**src/rtl/ieee_adder_arbiter_pkg.sv**
```systemverilog
// Shared constants and helpers for the shared single-precision adder arbiter.
package ieee_adder_arbiter_pkg;

    localparam int NUM_W  = 32;   // IEEE754 single word
    localparam int EXP_W  = 8;    // exponent field
    localparam int SIG_W  = 23;   // stored significand field
    localparam int LANE_W = 32;   // operand lane per requester

    localparam logic [EXP_W-1:0] EXP_MAX = 8'hFF;
    localparam logic [NUM_W-1:0] QNAN    = 32'h7FC0_0000;

    // Leading-zero count of a 27-bit working significand (27 when all zero).
    function automatic logic [4:0] clz27(input logic [26:0] v);
        logic [4:0] n;
        n = 5'd27;
        for (int i = 0; i < 27; i++) begin
            if (v[i]) begin
                n = 5'(26 - i);
            end else begin
                n = n;
            end
        end
        return n;
    endfunction

endpackage

```
**src/rtl/ieee_adder.sv**
```systemverilog
// Combinational IEEE754 single-precision adder, round-to-nearest-even,
// overflow saturates to infinity, exact cancellation yields +0.
module ieee_adder
    import ieee_adder_arbiter_pkg::*;
(
    input  logic [NUM_W-1:0] a,
    input  logic [NUM_W-1:0] b,
    input  logic             sub,
    output logic [NUM_W-1:0] y
);
    logic             sa, sb, s_big, s_sml;
    logic [EXP_W-1:0] ea, eb, e_big, e_sml, e_big_eff, e_sml_eff, diff;
    logic [SIG_W-1:0] fa, fb, f_big, f_sml;
    logic [SIG_W:0]   m_big, m_sml, mant;
    logic             a_nan, b_nan, a_inf, b_inf, round_up;
    logic [49:0]      wide;
    logic [26:0]      aligned, big_ext, norm;
    logic [27:0]      sum;
    logic [4:0]       lz;
    logic [9:0]       lim, shamt, e_res, e_fin;
    logic [24:0]      rnd;

    // Unpack, align the smaller operand, add/subtract, normalise and round.
    always_comb begin
        sa    = a[31];
        sb    = b[31] ^ sub;
        ea    = a[30:23];
        eb    = b[30:23];
        fa    = a[22:0];
        fb    = b[22:0];
        a_nan = (ea == EXP_MAX) && (fa != 23'd0);
        b_nan = (eb == EXP_MAX) && (fb != 23'd0);
        a_inf = (ea == EXP_MAX) && (fa == 23'd0);
        b_inf = (eb == EXP_MAX) && (fb == 23'd0);
        shamt = 10'd0;
        // Larger magnitude goes first so the difference is never negative.
        if ({eb, fb} > {ea, fa}) begin
            s_big = sb; e_big = eb; f_big = fb;
            s_sml = sa; e_sml = ea; f_sml = fa;
        end else begin
            s_big = sa; e_big = ea; f_big = fa;
            s_sml = sb; e_sml = eb; f_sml = fb;
        end
        // Denormals use exponent 1 with no hidden bit.
        e_big_eff = (e_big == 8'd0) ? 8'd1 : e_big;
        e_sml_eff = (e_sml == 8'd0) ? 8'd1 : e_sml;
        m_big     = {(e_big != 8'd0), f_big};
        m_sml     = {(e_sml != 8'd0), f_sml};
        diff      = e_big_eff - e_sml_eff;
        wide      = {m_sml, 26'd0} >> diff;
        if (diff > 8'd49) begin
            aligned = {26'd0, |m_sml};
        end else begin
            aligned = {wide[49:24], |wide[23:0]};
        end
        big_ext = {m_big, 3'b000};
        if (s_big == s_sml) begin
            sum = {1'b0, big_ext} + {1'b0, aligned};
        end else begin
            sum = {1'b0, big_ext} - {1'b0, aligned};
        end
        lz  = clz27(sum[26:0]);
        lim = {2'b00, e_big_eff} - 10'd1;
        if (sum[27]) begin
            norm  = {sum[27:2], sum[1] | sum[0]};
            e_res = {2'b00, e_big_eff} + 10'd1;
        end else begin
            // Never shift below exponent 1: the remainder stays denormal.
            shamt = ({5'd0, lz} < lim) ? {5'd0, lz} : lim;
            norm  = sum[26:0] << shamt;
            e_res = {2'b00, e_big_eff} - shamt;
        end
        round_up = norm[2] & (norm[1] | norm[0] | norm[3]);
        rnd      = {1'b0, norm[26:3]} + {24'd0, round_up};
        if (rnd[24]) begin
            mant  = rnd[24:1];
            e_fin = e_res + 10'd1;
        end else begin
            mant  = rnd[23:0];
            e_fin = e_res;
        end
        if (a_nan || b_nan || (a_inf && b_inf && (sa != sb))) begin
            y = QNAN;
        end else if (a_inf) begin
            y = {sa, EXP_MAX, 23'd0};
        end else if (b_inf) begin
            y = {sb, EXP_MAX, 23'd0};
        end else if (sum == 28'd0) begin
            y = {s_big & s_sml, 31'd0};
        end else if (e_fin >= 10'd255) begin
            y = {s_big, EXP_MAX, 23'd0};
        end else if (!mant[23]) begin
            y = {s_big, 8'd0, mant[22:0]};
        end else begin
            y = {s_big, e_fin[7:0], mant[22:0]};
        end
    end

endmodule

```
**src/rtl/ieee_rr_arbiter.sv**
```systemverilog
// Round-robin arbiter: first requester at or above rr_ptr (wrapping) wins.
module ieee_rr_arbiter #(
    parameter int NREQ = 4
) (
    input  logic [NREQ-1:0]          req,
    input  logic [$clog2(NREQ)-1:0]  rr_ptr,
    input  logic                     enable,
    output logic [NREQ-1:0]          grant,
    output logic [$clog2(NREQ)-1:0]  grant_idx
);
    localparam int PW = $clog2(NREQ);

    logic found;
    int   j;

    // Search upward from rr_ptr modulo NREQ; no grant while disabled.
    always_comb begin
        grant     = '0;
        grant_idx = '0;
        found     = 1'b0;
        j         = 0;
        for (int k = 0; k < NREQ; k++) begin
            j = int'(rr_ptr) + k;
            if (j >= NREQ) begin
                j = j - NREQ;
            end else begin
                j = j;
            end
            if (enable && !found && req[j]) begin
                grant[j]  = 1'b1;
                grant_idx = PW'(j);
                found     = 1'b1;
            end else begin
                found = found;
            end
        end
    end

endmodule

```
**src/rtl/ieee_adder_arbiter.sv**
```systemverilog
// Shares one combinational adder among NREQ requesters: round-robin input
// arbitration, operand stage S1, result stage S2, tagged results.
module ieee_adder_arbiter
    import ieee_adder_arbiter_pkg::*;
#(
    parameter int NREQ = 4,
    parameter int IDW  = 2
) (
    input  logic                   clk,
    input  logic                   reset,
    input  logic [NREQ-1:0]        req_valid,
    output logic [NREQ-1:0]        req_ready,
    input  logic [NREQ*LANE_W-1:0] req_a,
    input  logic [NREQ*LANE_W-1:0] req_b,
    input  logic [NREQ-1:0]        req_sub,
    output logic                   res_valid,
    input  logic                   res_ready,
    output logic [NUM_W-1:0]       res_data,
    output logic [IDW-1:0]         res_id,
    output logic                   busy
);
    localparam int PW = $clog2(NREQ);

    logic [PW-1:0]    rr_ptr;
    logic [NREQ-1:0]  grant;
    logic [PW-1:0]    grant_idx;
    logic             s2_free, s1_adv, s1_free, xfer;
    logic [NUM_W-1:0] s1_a, s1_b, s2_data, core_y;
    logic             s1_sub, v1, v2;
    logic [IDW-1:0]   s1_id, s2_id;

    assign s2_free = !v2 | res_ready;
    assign s1_adv  = v1 & s2_free;
    assign s1_free = !v1 | s1_adv;
    // A grant is only ever issued to an asserted req_valid, so any grant transfers.
    assign xfer      = |grant;
    assign req_ready = grant;

    ieee_rr_arbiter #(.NREQ(NREQ)) u_arb (
        .req       (req_valid),
        .rr_ptr    (rr_ptr),
        .enable    (s1_free),
        .grant     (grant),
        .grant_idx (grant_idx)
    );

    ieee_adder u_core (
        .a   (s1_a),
        .b   (s1_b),
        .sub (s1_sub),
        .y   (core_y)
    );

    // Pipeline registers and round-robin pointer; reset discards in-flight work.
    always_ff @(posedge clk) begin
        if (reset) begin
            rr_ptr  <= '0;
            v1      <= 1'b0;
            v2      <= 1'b0;
            s1_a    <= '0;
            s1_b    <= '0;
            s1_sub  <= 1'b0;
            s1_id   <= '0;
            s2_data <= '0;
            s2_id   <= '0;
        end else begin
            if (xfer) begin
                s1_a   <= req_a[int'(grant_idx)*LANE_W +: LANE_W];
                s1_b   <= req_b[int'(grant_idx)*LANE_W +: LANE_W];
                s1_sub <= req_sub[grant_idx];
                s1_id  <= IDW'(grant_idx);
                v1     <= 1'b1;
                rr_ptr <= (grant_idx == PW'(NREQ - 1)) ? '0 : grant_idx + PW'(1);
            end else if (s1_adv) begin
                v1 <= 1'b0;
            end else begin
                v1 <= v1;
            end
            if (s1_adv) begin
                s2_data <= core_y;
                s2_id   <= s1_id;
                v2      <= 1'b1;
            end else if (res_ready) begin
                v2 <= 1'b0;
            end else begin
                v2 <= v2;
            end
        end
    end

    assign res_valid = v2;
    assign res_data  = s2_data;
    assign res_id    = s2_id;
    assign busy      = v1 | v2;

endmodule

```
**config.mk**
```make
export PLATFORM = sky130hd
export DESIGN_NAME = ieee_adder_arbiter
export DESIGN_NICKNAME = d
export VERILOG_FILES = /design/src/rtl/ieee_adder_arbiter_pkg.sv /design/src/rtl/ieee_adder.sv /design/src/rtl/ieee_rr_arbiter.sv /design/src/rtl/ieee_adder_arbiter.sv
export SDC_FILE = /design/constraint.sdc
export NUM_CORES = 1
export LEC_CHECK = 0
export CAP_MARGIN = 40
export CORE_MARGIN = 1
export CORE_UTILIZATION = 50
export CTS_BUF_LIST = sky130_fd_sc_hd__clkbuf_4
export DETAILED_ROUTE_END_ITERATION = 8
export GPL_TIMING_DRIVEN = 0
export PLACE_DENSITY = 0.82
export SLEW_MARGIN = 20
export SYNTH_ARGS = -nofsm -noshare
export SYNTH_HDL_FRONTEND = slang
export SYNTH_HIERARCHICAL = 1
export SYNTH_SLANG_ARGS = --single-unit
```
**constraint.sdc**
```tcl
create_clock -name clk -period 14.9 [get_ports clk]
set_clock_uncertainty 0.1 [all_clocks]
set_input_delay 3.725 -clock clk [delete_from_list [all_inputs] [get_ports clk]]
set_output_delay 3.725 -clock clk [all_outputs]
set_load 0.05 [all_outputs]
```
==> results of run 1 <==
## cells by family after synthesis
family | after synthesis
DFF | 105
and+or+nand+nor | 844
buffers and inverters | 290
AOI/OAI and AO/OA | 871
other | 1
xor gates and xnor gates | 62
muxes | 225
adders and majority gates | 112
## cells in the final DEF, fill, tap and decap left out, types with 22 or more instances in the layout
master             n
clkdlybuf4s50_1  305
buf_4            212
nand2_1          199
a21oi_1          187
nor2_1           175
o21ai_0          140
inv_1            110
nand3_1          102
ha_1              87
nor3_1            84
mux2i_1           79
mux4_2            75
a22o_1            70
clkbuf_1          60
dfxtp_1           60
o211ai_1          41
nand4_1           40
buf_2             37
a211oi_1          33
o21ai_1           32
a31oi_1           32
mux2_2            30
xnor2_1           29
nor2b_1           27
a21o_1            25
dfxtp_2           24
nor4_1            23
mux2i_2           23
buf_6             22
## path summary, 6_finish.rpt
check          startpoint            to  slack, ps  cells after the start
max              s1_b[10]  res_data[12]        -20                     74
min          res_data[19]  res_data[19]        390                      2
max reg2reg      s1_b[10]  res_data[12]        -20                     74
min reg2reg  res_data[19]  res_data[19]        390                      2
## repair_timing
action                                  in CTS  in global routing
endpoints found under the setup margin      31                 31
gates resized for setup                    303                250
pin swaps                                   51                 86
gates cloned                                 4                  4
endpoints found under the hold margin        0                  0
buffers inserted                            85                111
## area by class of cell
class                           count  area [µm²]
Multi-Input combinational cell   2115       17200
Fill cell                        2797       10200
Timing Repair Buffer              530        4800
Sequential cell                   105        2210
Buffer                            160        1130
Tap cell                          468         586
Inverter                          124         479
Clock inverter                      7        76.3
Clock buffer                        9        67.6
Antenna cell                       15        37.5
## critical path, delay by kind of cell, from the launching register on
family / cells / cell delay [ps]
compound gates: 27 / 5410
simple gates: 23 / 4170
fa+ha+maj: 8 / 2430
buf+inv: 14 / 1760
flops: 1 / 460
mux: 1 / 310
xor+xnor: 1 / 170
## state kept, by name (all words and copies together) (netlist names)
register and cells:
res_id 2, s1_b 32, s1_id 2, res_data 32, rr_ptr 2, res_valid 1, v1 1, s1_sub 1
s1_a 32
## through the flow
step,hold slack (ps),TNS (ps),std cells,area [µm²],util
floorplan,343,0,2510,18900,-
global placement,365,-121950,3283,22500,0.611
detailed placement,374,-133030,3286,22500,0.613
CTS,393,0,3388,24600,0.668
global route,417,-8240,3533,26600,0.723
finish,391,-46.9,3533,26600,0.723
## routing by layer
metal	share of wire	up-vias	global-route usage
met4	0.087	4	0.290
met1	0.35	11900	0.569
met2	0.43	2189	0.733
met3	0.13	593	0.139
li1	-	10700	-
met5	0.00093	-	0
==> run_results.csv, run 1 <==
group,metric,value,unit
route,postRouteAntennaNets,0,
floorplan,die-area,0.0383,mm²
yosys,synthSimpleGateAreaFrac,0.227,
yosys,yosys.area.top_type,"dfxtp_1",
setup_path,start_kind,"register",
yosys,ys.flop_type,"dfxtp_1",
timing,setup_viol,4,
placement,pre_cts_ws,-4410,ps
clock_network,clk_latency,510,ps
route,wl_per_cell,27.8,µm
timing,slew-limit-headroom,0.308,
floorplan,die_x,196,µm
floorplan,io_pins,307,
setup_path,required,15260,ps
placement,portBuffers,305,
yosys,synth.avg_cell_area,7.47,µm²
cells_and_area,fin_nets,3422,
route,drc,0,
clock_network,clkSinkCount,105,
yosys,synthCells,2510,
setup_path,crit_top_cell,"inv_1",
min_path,holdCritPathClass,"reg2reg",
setup_path,critical_path.slowest_cell,"nor4_4",
cells_and_area,drive_gt1_frac,0.266,
timing,slew_violations,0,
clock_network,numCtsBuffers,9,
yosys,ys_ff_latch,105,
setup_path,cp_max_fo,10,
yosys,synthTopCellsByCount,"209 x a21oi_1, 206 x nand2_1, 194 x nor2_1",
timing,fin_crit,14920,ps
floorplan,core_area,0.0368,mm²
yosys,async_reset_ff_frac,0,
timing,worst_pin_slew,1040,ps
yosys,netlist_area,0.0187,mm²
yosys,synth_edf_count,0,
yosys,synth_nets,2887,
setup_path,end_kind,"register",
route,route.vias.total,25400,
setup_path,slowest_delay,480,ps
global_routing,antenna_found_initial,14,
yosys,yosys.area.top_type_share,0.112,
clock_network,root_buffer,"clkbuf_4",
clock_network,cts_hold_buf,0,
floorplan,num_rows,70,
route,drt_first_pass_iters,6,
setup_path,arrival,15280,ps
outcome,outcome,"complete, but fails checks",
yosys,synthMuxAreaShare,0.172,
yosys,synth_compound_area_frac,0.317,
timing,fmax,0.0670,GHz
clock_network,cts_tree,"built",
route,drt_iter0_drc,4116,
global_routing,grt_overflow,0,
timing,finalWorstSetupSlack,-21.7,ps
flow_run,max_cap_violations,0,
yosys,synthXorXnorAreaFrac,0.0290,
clock_network,clkTransAtPathRegs,170,ps
timing,hold_violations,0,
yosys,yosysWarnings,6,
yosys,synth_cell_types,111,
global_routing,track_usage,0.470,
yosys,seq_area_frac_synth,0.112,
yosys,synth_fa_ha_area_frac,0.0757,
global_routing,grt_pass1_vias,23100,
global_routing,grt_max_degree,19,
route,post_drt_via_cell_ratio,7.19,
yosys,synth_top_family_by_area,"compound AO/OA/AOI/OAI gates",
route,finalWirelength,98.2,mm
cells_and_area,syn2layout_area_growth,41.9,%
yosys,synth_most_common_cell,"a21oi_1",
floorplan,initial_core_util,0.510,
floorplan,die_y,196,µm
yosys,yosys-top-cells-area,"dfxtp_1 11%, mux4_2 9.0%, ha_1 7.1%",
clock_network,cts_max_level,3,
timing,finalCritPeriodShare,1.00,
global_routing,grt_pass1_wl,138,mm
outcome,violations,"setup timing",
placement,dp_hpwl,72.8,mm
setup_path,crit_type,"reg2reg",
clock_network,cts_max_path_buffers,2,
placement,routabilityCongestion,1.14,
Power of run 1 is left out: the tool's default activity adds up to more than one toggle a clock period on the data nets, which glitch-free logic cannot reach.
==> run 2, diff against run 1 <==
--- a/config.mk
+++ b/config.mk
@@ -10,7 +10,6 @@
 export CORE_UTILIZATION = 50
 export CTS_BUF_LIST = sky130_fd_sc_hd__clkbuf_4
 export DETAILED_ROUTE_END_ITERATION = 8
-export GPL_TIMING_DRIVEN = 0
 export PLACE_DENSITY = 0.82
 export SLEW_MARGIN = 20
 export SYNTH_ARGS = -nofsm -noshare
==> run 2 against run 1 <==
Compared with the run above: the flow now finishes without violations; register-to-register slack gained 170 ps; clock-buffer cell count is the same; fmax grew 1.2%; worst hold slack lost 6.7 ps; utilization shrank 4.5 points; first-iteration DRC count shrank 12%; critical endpoint is now res_data[6]; critical path depth shrank 5; global-route usage shrank 3.0 points; critical path type unchanged; die area is the same; flip-flop and latch count is the same.
==> run_results.csv, run 2 (same netlist as run 1, synthesis figures left out) <==
group,metric,value,unit
outcome,outcome,"finished clean",
timing,hold_violations,0,
route,finalWirelength,90.0,mm
route,post_drt_via_cell_ratio,7.14,
global_routing,antenna_found_initial,10,
timing,worst_pin_slew,999,ps
timing,fin_crit,14750,ps
setup_path,crit_family,"compound AO/OA/AOI/OAI gates",
setup_path,start_kind,"register",
placement,routabilityCongestion,1.07,
timing,finalCritPeriodShare,0.990,
cells_and_area,syn2layout_area_growth,33.1,%
clock_network,cts_max_path_buffers,2,
setup_path,end_kind,"register",
cells_and_area,layout.cells.non_filler,3404,
timing,holdWs,384,ps
clock_network,root_buffer,"clkbuf_4",
cells_and_area,drive_gt1_frac,0.211,
floorplan,core_area,0.0368,mm²
route,wl_per_cell,26.4,µm
timing,setup_tns,0,ps
floorplan,num_rows,70,
clock_network,numCtsBuffers,9,
route,dr_wl_met3,10.7,mm
route,drc,0,
floorplan,die-area,0.0383,mm²
cells_and_area,final_cell_mix,"306 x clkdlybuf4s50_1, 226 x buf_4, 202 x nand2_1",
min_path,holdCritPathClass,"reg2reg",
floorplan,die_y,196,µm
floorplan,die_x,196,µm
setup_path,slowest_delay,790,ps
clock_network,clkTransAtPathRegs,170,ps
route,route.vias.total,24300,
setup_path,arrival,15060,ps
cells_and_area,final_common_cell,"clkdlybuf4s50_1",
floorplan,initial_core_util,0.510,
global_routing,grt_overflow,0,
global_routing,grt_pass1_vias,22100,
global_routing,grt_pass1_wl,130,mm
setup_path,cp_max_fo,18,
floorplan,io_pins,307,
timing,slew_violations,0,
timing,slew-limit-headroom,0.327,
clock_network,cts_tree,"built",
setup_path,path_buf_inv,12,
route,wl_met1,33.4,mm
setup_path,required,15220,ps
setup_path,critical_path.slowest_cell,"o21ai_0",
clock_network,clk_latency,520,ps
flow_run,max_cap_violations,0,
timing,setup_viol,0,
clock_network,cts_max_level,3,
clock_network,clkSinkCount,105,
route,top_layer,"met4",
global_routing,grt_max_degree,82,
route,drt_iter0_drc,3642,
setup_path,crit_type,"reg2reg",
setup_path,crit_top_cell,"buf_4",
global_routing,track_usage,0.440,
timing,fmax,0.0678,GHz
cells_and_area,fin_nets,3296,
placement,dp_hpwl,69.7,mm
route,wl_met2,39.8,mm
route,postRouteAntennaNets,0,
route,drt_first_pass_iters,6,
placement,dp.cells,3300,
placement,portBuffers,306,
[run 2: cell count changes in the layout (fill, tap and decap cells not counted), sizes merged]
cell	before	now
clkbuf	97	10
buf	297	253
clkinv	2	5
diode	15	12
nand4b	2	5
clkinvlp	2	0
clkdlybuf4s50	305	306
inv	126	125
nand2	207	208
[run 2: repair_timing]
| action | in CTS | in global routing |
|---|---|---|
| gates cloned | 0 | 6 |
| pin swaps | 7 | 42 |
| hold buffers | 0 | 0 |
| setup buffers | 8 | 52 |
| endpoints found under the setup margin | 31 | 31 |
| resized for setup | 29 | 178 |
[run 2: final timing paths]
check,start,endpoint,depth (start not counted),slack [ps]
max,s1_a[25],res_data[6],69,150
min reg2reg,res_id[1],res_id[1],2,380
max reg2reg,s1_a[25],res_data[6],69,150
min,res_id[1],res_id[1],2,380
[run 2: tightest hold or removal path: stages, from the launching register on]
cell     delay (ps)
dfxtp_1         330
o21ai_0          60
a21oi_1          60
[run 2: cell type report]
cell class                 instances  area, µm²
tap                              468        586
sequential                       105       2150
inverter                         124        470
timing repair buffer             560       5120
fill                            3050      11800
antenna                           12       30.0
clock buffer                       9       67.6
clock inverter                     7       78.8
multi-input combinational       2119      16400
[run 2: layer usage]
metal  GRT usage  up-vias
met1       0.548    11500
met2       0.699     1950
li1            -    10500
met5           0        -
met3       0.100      401
met4       0.249        0
[run 2: per-stage QoR]
step / setup slack (ps) / utilization / cell area, µm²
after CTS: 9.79 / 0.641 / 23600
after global placement: -833 / 0.628 / 23100
after global routing: -335 / 0.678 / 24900
final: 152 / 0.678 / 24900
after detailed placement: -1030 / 0.631 / 23200
after floorplan: 95.8 / - / 18900
Power of run 2 is left out for the same reason.
